**src/rtl/att_lookup_scheduler_if.sv**
```systemverilog
// Bundles the setup-write, ATT and requester signals of att_lookup_scheduler.
// Optional ATT_LOOKUP_STATS_EN adds the lookup/stall counter outputs.
interface att_lookup_scheduler_if #(
    parameter int NUM_REQ                    = 4,
    parameter int CLAUSE_COUNT               = 20,
    parameter int LITERAL_ADDRESS_WIDTH      = 12,
    parameter int CLAUSE_TABLE_ADDRESS_WIDTH = 11
);
    localparam int LA = LITERAL_ADDRESS_WIDTH;
    localparam int CW = CLAUSE_TABLE_ADDRESS_WIDTH;
    localparam int CC = CLAUSE_COUNT;

    logic                       load_start_i;
    logic                       load_done_i;
    logic                       axi_wr_en_i;
    logic [LA:0]                axi_wr_addr_i;
    logic [CW+CC-1:0]           axi_wr_data_i;
    logic                       att_wr_en_o;
    logic [LA:0]                att_wr_addr_o;
    logic [CW+CC-1:0]           att_wr_data_o;
    logic [NUM_REQ-1:0]         req_valid_i;
    logic [NUM_REQ*(LA-1)-1:0]  req_addr_i;
    logic [NUM_REQ-1:0]         req_ready_o;
    logic [LA-2:0]              att_rd_addr_o;
    logic [CW-1:0]              att_addr_i;
    logic [CC-1:0]              att_mask_i;
    logic [NUM_REQ-1:0]         rsp_valid_o;
    logic [CW-1:0]              rsp_addr_o;
    logic [CC-1:0]              rsp_mask_o;
    logic [1:0]                 mode_o;
    logic                       wr_reject_o;
`ifdef ATT_LOOKUP_STATS_EN
    logic [31:0]                lookup_cnt_o;
    logic [31:0]                stall_cnt_o;
`endif

    modport master (
        output load_start_i, load_done_i, axi_wr_en_i, axi_wr_addr_i, axi_wr_data_i,
        output req_valid_i, req_addr_i, att_addr_i, att_mask_i,
        input  att_wr_en_o, att_wr_addr_o, att_wr_data_o, req_ready_o, att_rd_addr_o,
        input  rsp_valid_o, rsp_addr_o, rsp_mask_o, mode_o, wr_reject_o
`ifdef ATT_LOOKUP_STATS_EN
        , input lookup_cnt_o, stall_cnt_o
`endif
    );

    modport slave (
        input  load_start_i, load_done_i, axi_wr_en_i, axi_wr_addr_i, axi_wr_data_i,
        input  req_valid_i, req_addr_i, att_addr_i, att_mask_i,
        output att_wr_en_o, att_wr_addr_o, att_wr_data_o, req_ready_o, att_rd_addr_o,
        output rsp_valid_o, rsp_addr_o, rsp_mask_o, mode_o, wr_reject_o
`ifdef ATT_LOOKUP_STATS_EN
        , output lookup_cnt_o, stall_cnt_o
`endif
    );
endinterface

```
**src/rtl/att_lookup_scheduler.sv**
```systemverilog
// ATT controller: gates setup writes to LOAD mode, round-robin shares the ATT read port in RUN.
// Define ATT_LOOKUP_STATS_EN to add saturating lookup/stall counters.
module att_lookup_scheduler #(
    parameter int NUM_REQ                    = 4,
    parameter int CLAUSE_COUNT               = 20,
    parameter int LITERAL_ADDRESS_WIDTH      = 12,
    parameter int CLAUSE_TABLE_ADDRESS_WIDTH = 11
) (
    input  logic                 clk_i,
    input  logic                 rst_ni,
    att_lookup_scheduler_if.slave bus
);
    localparam int LA   = LITERAL_ADDRESS_WIDTH;
    localparam int IDXW = $clog2(NUM_REQ);

    typedef enum logic [1:0] {IDLE = 2'd0, LOAD = 2'd1, RUN = 2'd2, DRAIN = 2'd3} state_t;

    state_t             state_r;
    state_t             state_nxt_s;
    logic               grant_en_s;
    logic               load_mode_s;
    logic               load_entry_s;
    logic [IDXW-1:0]    ptr_r;
    logic [IDXW-1:0]    cand_s;
    logic [IDXW-1:0]    gnt_idx_s;
    logic               gnt_any_s;
    logic [NUM_REQ-1:0] gnt_s;
    logic [LA-2:0]      rd_addr_s;
    logic [NUM_REQ-1:0] inflight_r;
    logic               wr_reject_r;

    // State register
    always_ff @(posedge clk_i or negedge rst_ni) begin
        if (!rst_ni) begin
            state_r <= IDLE;
        end else begin
            state_r <= state_nxt_s;
        end
    end

    // Next-state decode
    always_comb begin
        state_nxt_s = state_r;
        case (state_r)
            IDLE:    if (bus.load_start_i) state_nxt_s = LOAD;  else state_nxt_s = IDLE;
            LOAD:    if (bus.load_done_i)  state_nxt_s = RUN;   else state_nxt_s = LOAD;
            RUN:     if (bus.load_start_i) state_nxt_s = DRAIN; else state_nxt_s = RUN;
            DRAIN:   state_nxt_s = LOAD;
            default: state_nxt_s = IDLE;
        endcase
    end

    // FSM outputs; a load request in RUN suppresses that cycle's grant
    always_comb begin
        grant_en_s  = 1'b0;
        load_mode_s = 1'b0;
        case (state_r)
            LOAD:    load_mode_s = 1'b1;
            RUN:     grant_en_s  = ~bus.load_start_i;
            default: begin
                grant_en_s  = 1'b0;
                load_mode_s = 1'b0;
            end
        endcase
    end

    assign load_entry_s = (state_nxt_s == LOAD) && (state_r != LOAD);

    // Round-robin search starting one above the last granted index
    always_comb begin
        gnt_any_s = 1'b0;
        gnt_idx_s = ptr_r;
        cand_s    = ptr_r;
        gnt_s     = '0;
        if (grant_en_s) begin
            for (int i = 1; i <= NUM_REQ; i++) begin
                cand_s = IDXW'((int'(ptr_r) + i) % NUM_REQ);
                if (!gnt_any_s && bus.req_valid_i[cand_s]) begin
                    gnt_any_s = 1'b1;
                    gnt_idx_s = cand_s;
                end else begin
                    gnt_any_s = gnt_any_s;
                end
            end
        end else begin
            gnt_any_s = 1'b0;
        end
        if (gnt_any_s) begin
            gnt_s[gnt_idx_s] = 1'b1;
        end else begin
            gnt_s = '0;
        end
    end

    // Read-address mux for the granted requester, zero when idle
    always_comb begin
        rd_addr_s = '0;
        for (int k = 0; k < NUM_REQ; k++) begin
            if (gnt_s[k]) begin
                rd_addr_s = bus.req_addr_i[k*(LA-1) +: (LA-1)];
            end else begin
                rd_addr_s = rd_addr_s;
            end
        end
    end

    // Pointer, in-flight grant and sticky write-reject flag
    always_ff @(posedge clk_i or negedge rst_ni) begin
        if (!rst_ni) begin
            ptr_r       <= IDXW'(NUM_REQ - 1);
            inflight_r  <= '0;
            wr_reject_r <= 1'b0;
        end else begin
            inflight_r <= gnt_s;
            if (gnt_any_s) begin
                ptr_r <= gnt_idx_s;
            end
            if (bus.axi_wr_en_i && !load_mode_s) begin
                wr_reject_r <= 1'b1;
            end else if (load_entry_s) begin
                wr_reject_r <= 1'b0;
            end
        end
    end

    assign bus.att_wr_en_o   = bus.axi_wr_en_i & load_mode_s;
    assign bus.att_wr_addr_o = bus.axi_wr_addr_i;
    assign bus.att_wr_data_o = bus.axi_wr_data_i;
    assign bus.req_ready_o   = gnt_s;
    assign bus.att_rd_addr_o = rd_addr_s;
    assign bus.rsp_valid_o   = inflight_r;
    assign bus.rsp_addr_o    = bus.att_addr_i;
    assign bus.rsp_mask_o    = bus.att_mask_i;
    assign bus.mode_o        = state_r;
    assign bus.wr_reject_o   = wr_reject_r;

`ifdef ATT_LOOKUP_STATS_EN
    logic [31:0] lookup_cnt_r;
    logic [31:0] stall_cnt_r;
    logic        stall_s;

    function automatic logic [31:0] sat_inc(input logic [31:0] v);
        if (v == 32'hFFFF_FFFF) begin
            sat_inc = v;
        end else begin
            sat_inc = v + 32'd1;
        end
    endfunction

    assign stall_s = (state_r == RUN) && (|(bus.req_valid_i & ~gnt_s));

    // Statistics counters, restarted at every table load
    always_ff @(posedge clk_i or negedge rst_ni) begin
        if (!rst_ni) begin
            lookup_cnt_r <= 32'd0;
            stall_cnt_r  <= 32'd0;
        end else if (load_entry_s) begin
            lookup_cnt_r <= 32'd0;
            stall_cnt_r  <= 32'd0;
        end else begin
            if (gnt_any_s) lookup_cnt_r <= sat_inc(lookup_cnt_r);
            if (stall_s)   stall_cnt_r  <= sat_inc(stall_cnt_r);
        end
    end

    assign bus.lookup_cnt_o = lookup_cnt_r;
    assign bus.stall_cnt_o  = stall_cnt_r;
`endif
endmodule

```
**src/flat_wrapper.sv**
```systemverilog
// flat-port wrapper written by rule: the top's interface ports become plain ports
module att_lookup_scheduler_flat 
#(
    parameter int NUM_REQ                    = 4,
    parameter int CLAUSE_COUNT               = 20,
    parameter int LITERAL_ADDRESS_WIDTH      = 12,
    parameter int CLAUSE_TABLE_ADDRESS_WIDTH = 11
)
  (clk_i, rst_ni, bus_load_start_i, bus_load_done_i, bus_axi_wr_en_i, bus_axi_wr_addr_i, bus_axi_wr_data_i, bus_req_valid_i, bus_req_addr_i, bus_att_addr_i, bus_att_mask_i, bus_att_wr_en_o, bus_att_wr_addr_o, bus_att_wr_data_o, bus_req_ready_o, bus_att_rd_addr_o, bus_rsp_valid_o, bus_rsp_addr_o, bus_rsp_mask_o, bus_mode_o, bus_wr_reject_o);
  att_lookup_scheduler_if #(.NUM_REQ(NUM_REQ), .CLAUSE_COUNT(CLAUSE_COUNT), .LITERAL_ADDRESS_WIDTH(LITERAL_ADDRESS_WIDTH), .CLAUSE_TABLE_ADDRESS_WIDTH(CLAUSE_TABLE_ADDRESS_WIDTH)) bus_i ();
  input  logic clk_i;
  input  logic rst_ni;
  input wire logic [$bits(bus_i.load_start_i)-1:0] bus_load_start_i;
  input wire logic [$bits(bus_i.load_done_i)-1:0] bus_load_done_i;
  input wire logic [$bits(bus_i.axi_wr_en_i)-1:0] bus_axi_wr_en_i;
  input wire logic [$bits(bus_i.axi_wr_addr_i)-1:0] bus_axi_wr_addr_i;
  input wire logic [$bits(bus_i.axi_wr_data_i)-1:0] bus_axi_wr_data_i;
  input wire logic [$bits(bus_i.req_valid_i)-1:0] bus_req_valid_i;
  input wire logic [$bits(bus_i.req_addr_i)-1:0] bus_req_addr_i;
  input wire logic [$bits(bus_i.att_addr_i)-1:0] bus_att_addr_i;
  input wire logic [$bits(bus_i.att_mask_i)-1:0] bus_att_mask_i;
  output wire logic [$bits(bus_i.att_wr_en_o)-1:0] bus_att_wr_en_o;
  output wire logic [$bits(bus_i.att_wr_addr_o)-1:0] bus_att_wr_addr_o;
  output wire logic [$bits(bus_i.att_wr_data_o)-1:0] bus_att_wr_data_o;
  output wire logic [$bits(bus_i.req_ready_o)-1:0] bus_req_ready_o;
  output wire logic [$bits(bus_i.att_rd_addr_o)-1:0] bus_att_rd_addr_o;
  output wire logic [$bits(bus_i.rsp_valid_o)-1:0] bus_rsp_valid_o;
  output wire logic [$bits(bus_i.rsp_addr_o)-1:0] bus_rsp_addr_o;
  output wire logic [$bits(bus_i.rsp_mask_o)-1:0] bus_rsp_mask_o;
  output wire logic [$bits(bus_i.mode_o)-1:0] bus_mode_o;
  output wire logic [$bits(bus_i.wr_reject_o)-1:0] bus_wr_reject_o;
  assign bus_i.load_start_i = bus_load_start_i;
  assign bus_i.load_done_i = bus_load_done_i;
  assign bus_i.axi_wr_en_i = bus_axi_wr_en_i;
  assign bus_i.axi_wr_addr_i = bus_axi_wr_addr_i;
  assign bus_i.axi_wr_data_i = bus_axi_wr_data_i;
  assign bus_i.req_valid_i = bus_req_valid_i;
  assign bus_i.req_addr_i = bus_req_addr_i;
  assign bus_i.att_addr_i = bus_att_addr_i;
  assign bus_i.att_mask_i = bus_att_mask_i;
  assign bus_att_wr_en_o = bus_i.att_wr_en_o;
  assign bus_att_wr_addr_o = bus_i.att_wr_addr_o;
  assign bus_att_wr_data_o = bus_i.att_wr_data_o;
  assign bus_req_ready_o = bus_i.req_ready_o;
  assign bus_att_rd_addr_o = bus_i.att_rd_addr_o;
  assign bus_rsp_valid_o = bus_i.rsp_valid_o;
  assign bus_rsp_addr_o = bus_i.rsp_addr_o;
  assign bus_rsp_mask_o = bus_i.rsp_mask_o;
  assign bus_mode_o = bus_i.mode_o;
  assign bus_wr_reject_o = bus_i.wr_reject_o;
  att_lookup_scheduler #(.NUM_REQ(NUM_REQ), .CLAUSE_COUNT(CLAUSE_COUNT), .LITERAL_ADDRESS_WIDTH(LITERAL_ADDRESS_WIDTH), .CLAUSE_TABLE_ADDRESS_WIDTH(CLAUSE_TABLE_ADDRESS_WIDTH)) u_core (.clk_i(clk_i), .rst_ni(rst_ni), .bus(bus_i));
endmodule
```
**config.mk**
```make
export PLATFORM = sky130hd
export DESIGN_NAME = att_lookup_scheduler_flat
export DESIGN_NICKNAME = d
export VERILOG_FILES = /design/src/rtl/att_lookup_scheduler_if.sv /design/src/rtl/att_lookup_scheduler.sv /design/src/flat_wrapper.sv
export SDC_FILE = /design/constraint.sdc
export NUM_CORES = 1
export LEC_CHECK = 0
export ABC_AREA = 1
export BUFFER_PORTS_ARGS = -buffer_cell sky130_fd_sc_hd__buf_2
export CAP_MARGIN = 10
export CORE_AREA = 2 2 87 89
export CTS_BUF_LIST = sky130_fd_sc_hd__clkbuf_4 sky130_fd_sc_hd__clkbuf_8
export DETAILED_ROUTE_END_ITERATION = 10
export DIE_AREA = 0 0 89 91
export PLACE_DENSITY = 0.68
export SLEW_MARGIN = 20
export SYNTH_ARGS = -nofsm -noshare
export SYNTH_HDL_FRONTEND = slang
export SYNTH_SLANG_ARGS = --single-unit
```
**constraint.sdc**
```tcl
create_clock -name clk_i -period 1.9 [get_ports clk_i]
set_input_delay 0 -clock clk_i [delete_from_list [all_inputs] [get_ports clk_i]]
set_output_delay 0 -clock clk_i [all_outputs]
set_load 0.005 [all_outputs]
```
==> results.txt <==
first-pass GRT wire length -> 7.79 mm
H-tree Lvls -> 1
number of global-route vias before repair -> 1607
hold path start -> bus_axi_wr_addr_i[1]
cell taking the most area after synthesis -> buf_4
DRC violations left -> 0
Setup crit start kind -> flip-flop
Root Driver -> clkbuf_8
TritonCTS buffer count -> 3
CTS tree -> done
DRT Wirelength -> 5.91 mm
Max-cap violations -> 0
EDFF count, synth -> 0
Synth top area share -> 35.3%
maximum vdd drop -> 0.000401 V
register area share after synthesis -> 13.7%
Yosys cell types -> 24
most frequent cells after synthesis -> 78 x buf_4, 43 x nand3_1, 34 x nand2_1
GPL Wtd Cong -> 0.750
M3 GR Usage -> 3.64%
CORE AREA -> 0.00714 mm2
FF+latch area -> 228 um2
Slew Limit Fails -> 0
total gr overflow -> 0
Ports -> 226
M2 GR Usage -> 20.6%
most used cell, CP -> nand2_4
pre-CTS setup slack -> -0.225 ns
worst setup margin -> -0.417 ns
Main synth FF type -> dfrtp_1
fin crit share -> 122%
Worst Hold Class -> in2out
Most Used Layer, Global Route -> met2
Mapped Area -> 0.00166 mm2
CP Capture Type -> output pin
CTS Sinks -> 9
clock skew -> 0.000196 ns
Sw Pwr -> 1.41 mW
Mapped Nets -> 369
port bufs -> 75
Final Hold Fails -> 0
unrepaired setup endpoints after global routing -> yes
Clk Latency, worst-skew pair -> 0.23 ns
dominant cells by area after synthesis -> buf_4 35%, nand3_1 13%, dfrtp_1 11%
grt met1 use -> 13.0%
max_slew headroom -> 79.7%
Multi-input gate area -> 910 um2
Avg Inst Size Synth -> 6.89 um2
ant diodes -> 0
share of power burned in registers -> 12.2%
via count -> 1730
Yosys Warn Count -> 0
Tot GR Track Use -> 12.1%
cell row count -> 31
Worst path max stage delay -> 0.58 ns
layout cells sized above 1 -> 58.1%
failing checks -> setup timing
combinational power share -> 79.2%
Syn-to-layout area delta -> 22.8%
Crit path required time -> 1.90 ns
Die Y-Extent -> 91 um
Int Pwr -> 1.28 mW
initial DRC count -> 128
share of flip-flops with an asynchronous set or reset -> 100%
sw frac -> 52.3%
initial antenna violation count -> 0
Fillers -> 790
Die Footprint -> 0.00810 mm2
crit-path max FO -> 7
DIE WIDTH -> 89 um
WS Path Type -> reg2out
Synth Register Bits -> 9
top-count cell post-synth -> buf_4
CP max stage cell -> dfstp_2
initial core utilization -> 23.3%
nets -> 394
antenna-violating nets left -> 0
final setup fails -> 19
Static Leak -> 1.03 nW
outcome -> finished with violations
Routed wire per std cell -> 16.2 um
largest net degree at the start of global routing -> 26
vias per cell -> 4.75
Post-Route Utilization -> 28.6%
worst-path cell chain -> inv_2 > nand2_1 > nand2_4 > nand2_4 > nand2_4 > inv_2 > nand3_2 > nand2_1 > nand2_2 > nand2_4 > nand2_8 > nor2_4 > nand3_1 > nand4_1 > buf_2
Max Buffers Root-to-Sink -> 2
fin crit period -> 2.32 ns
max frequency -> 432 MHz
DRT Pass-1 Iters -> 4
Pwr per Cell Area -> 1320 mW/mm2
Slew @ Worst Pin -> 0.304 ns
Reg clk slew, reported paths -> 0.04 ns
critical path data arrival time -> 2.32 ns
worst setup path start -> u_core.ptr_r[1]
Clock Power Share -> 8.5%
Mapped Cells -> 241
HPWL after DPL -> 3.98 mm
Reg2Reg Launch Point -> u_core.ptr_r[1]
[layout make-up]
type                            instances  share of cell area, %
Multi-Input combinational cell        135                   44.6
Timing Repair Buffer                  101                   32.4
Sequential cell                         9                   11.2
Tap cell                               99                   6.08
Inverter                               16                   3.31
Clock buffer                            4                   2.39
[placed cells by master, fill, tap and decap left out, types with 2 or more instances in the layout]
cell type | Yosys | final
buf_4 | 78 | 16
nor2_1 | 5 | 3
nand2_1 | 34 | 26
buf_2 | 1 | 75
nor2_4 | 1 | 5
buf_12 | 0 | 3
dfstp_2 | 2 | 2
nand2_2 | 7 | 10
nand3_2 | 1 | 11
o21ai_0 | 2 | 2
nand2_4 | 5 | 9
buf_6 | 6 | 4
inv_1 | 11 | 11
inv_4 | 0 | 3
dfrtp_1 | 7 | 7
inv_2 | 5 | 2
clkbuf_8 | 0 | 3
nand2_8 | 0 | 2
nand3_1 | 43 | 33
nand4_1 | 23 | 23
clkbuf_16 | 0 | 2
[critical path, delay by kind of cell, from the launching register on]
kind | cells | cell delay, ns
buf+inv | 3 | 0.27
flops | 1 | 0.58
simple gates | 12 | 1.23
[through the flow]
stage	std cells	setup TNS [ns]	hold WS (ns)	total power [mW]	cell area, um2
3_3_place_gp	343	-1.60	-0.142	1.72	1620
5_1_grt	364	-8.75	0.00000890	2.89	2040
6_report	364	-5.54	0.00000198	2.69	2040
2_1_floorplan	241	0	-0.296	1.50	1660
4_1_cts	356	-5.40	0.0000346	2.25	1840
3_5_place_dp	343	-3.26	-0.140	1.76	1620
[worst paths after layout]
path | endpoint | slack (ns) | depth (start not counted)
max reg2reg | u_core.bus.rsp_valid_o[1] | -0.07 | 11
max in group asynchronous | u_core.ptr_r[1] | 1.49 | 2
min in group asynchronous | u_core.bus.wr_reject_o | 0.16 | 2
min reg2reg | u_core.bus.wr_reject_o | 0.50 | 1
min | bus_att_wr_addr_o[1] | 0.000002 | 0
max | bus_att_rd_addr_o[4] | -0.42 | 15
[what timing repair did]
action,4_1_cts,5_1_grt
endpoints found under the hold margin,9,0
buffers inserted,5,4
gates cloned,3,4
resized for setup,22,19
hold buffers,1,0
endpoints found under the setup margin,19,20
pin swaps,8,11
[per-layer routing]
metal / routed length (um) / part of all wire (%)
met5: 0 / 0
met2: 2980 / 50
met4: 221 / 3.7
met1: 2170 / 37
met3: 536 / 9.1
[flip-flops by register name, summed over array words and instances, names as in the netlist]
| name | cells |
|---|---|
| u_core.bus.rsp_valid_o | 4 |
| u_core.bus.mode_o | 2 |
| u_core.ptr_r | 2 |
| u_core.bus.wr_reject_o | 1 |
[power groups by stage]
stage / Sequential [mW] / Combinational (mW) / Clock (mW)
3_5_place_dp: 0.331 / 1.43 / 0
6_report: 0.330 / 2.13 / 0.230
4_1_cts: 0.329 / 1.68 / 0.240
3_3_place_gp: 0.328 / 1.40 / 0
5_1_grt: 0.341 / 2.29 / 0.252
2_1_floorplan: 0.313 / 1.19 / 0
[cell families after synthesis]
group,count (synthesis),synth area share [%]
buf+inv,101,43.3
compound gates,8,3.09
simple gates,123,39.9
flops,9,13.7
Power figures use the tool's default switching activity.
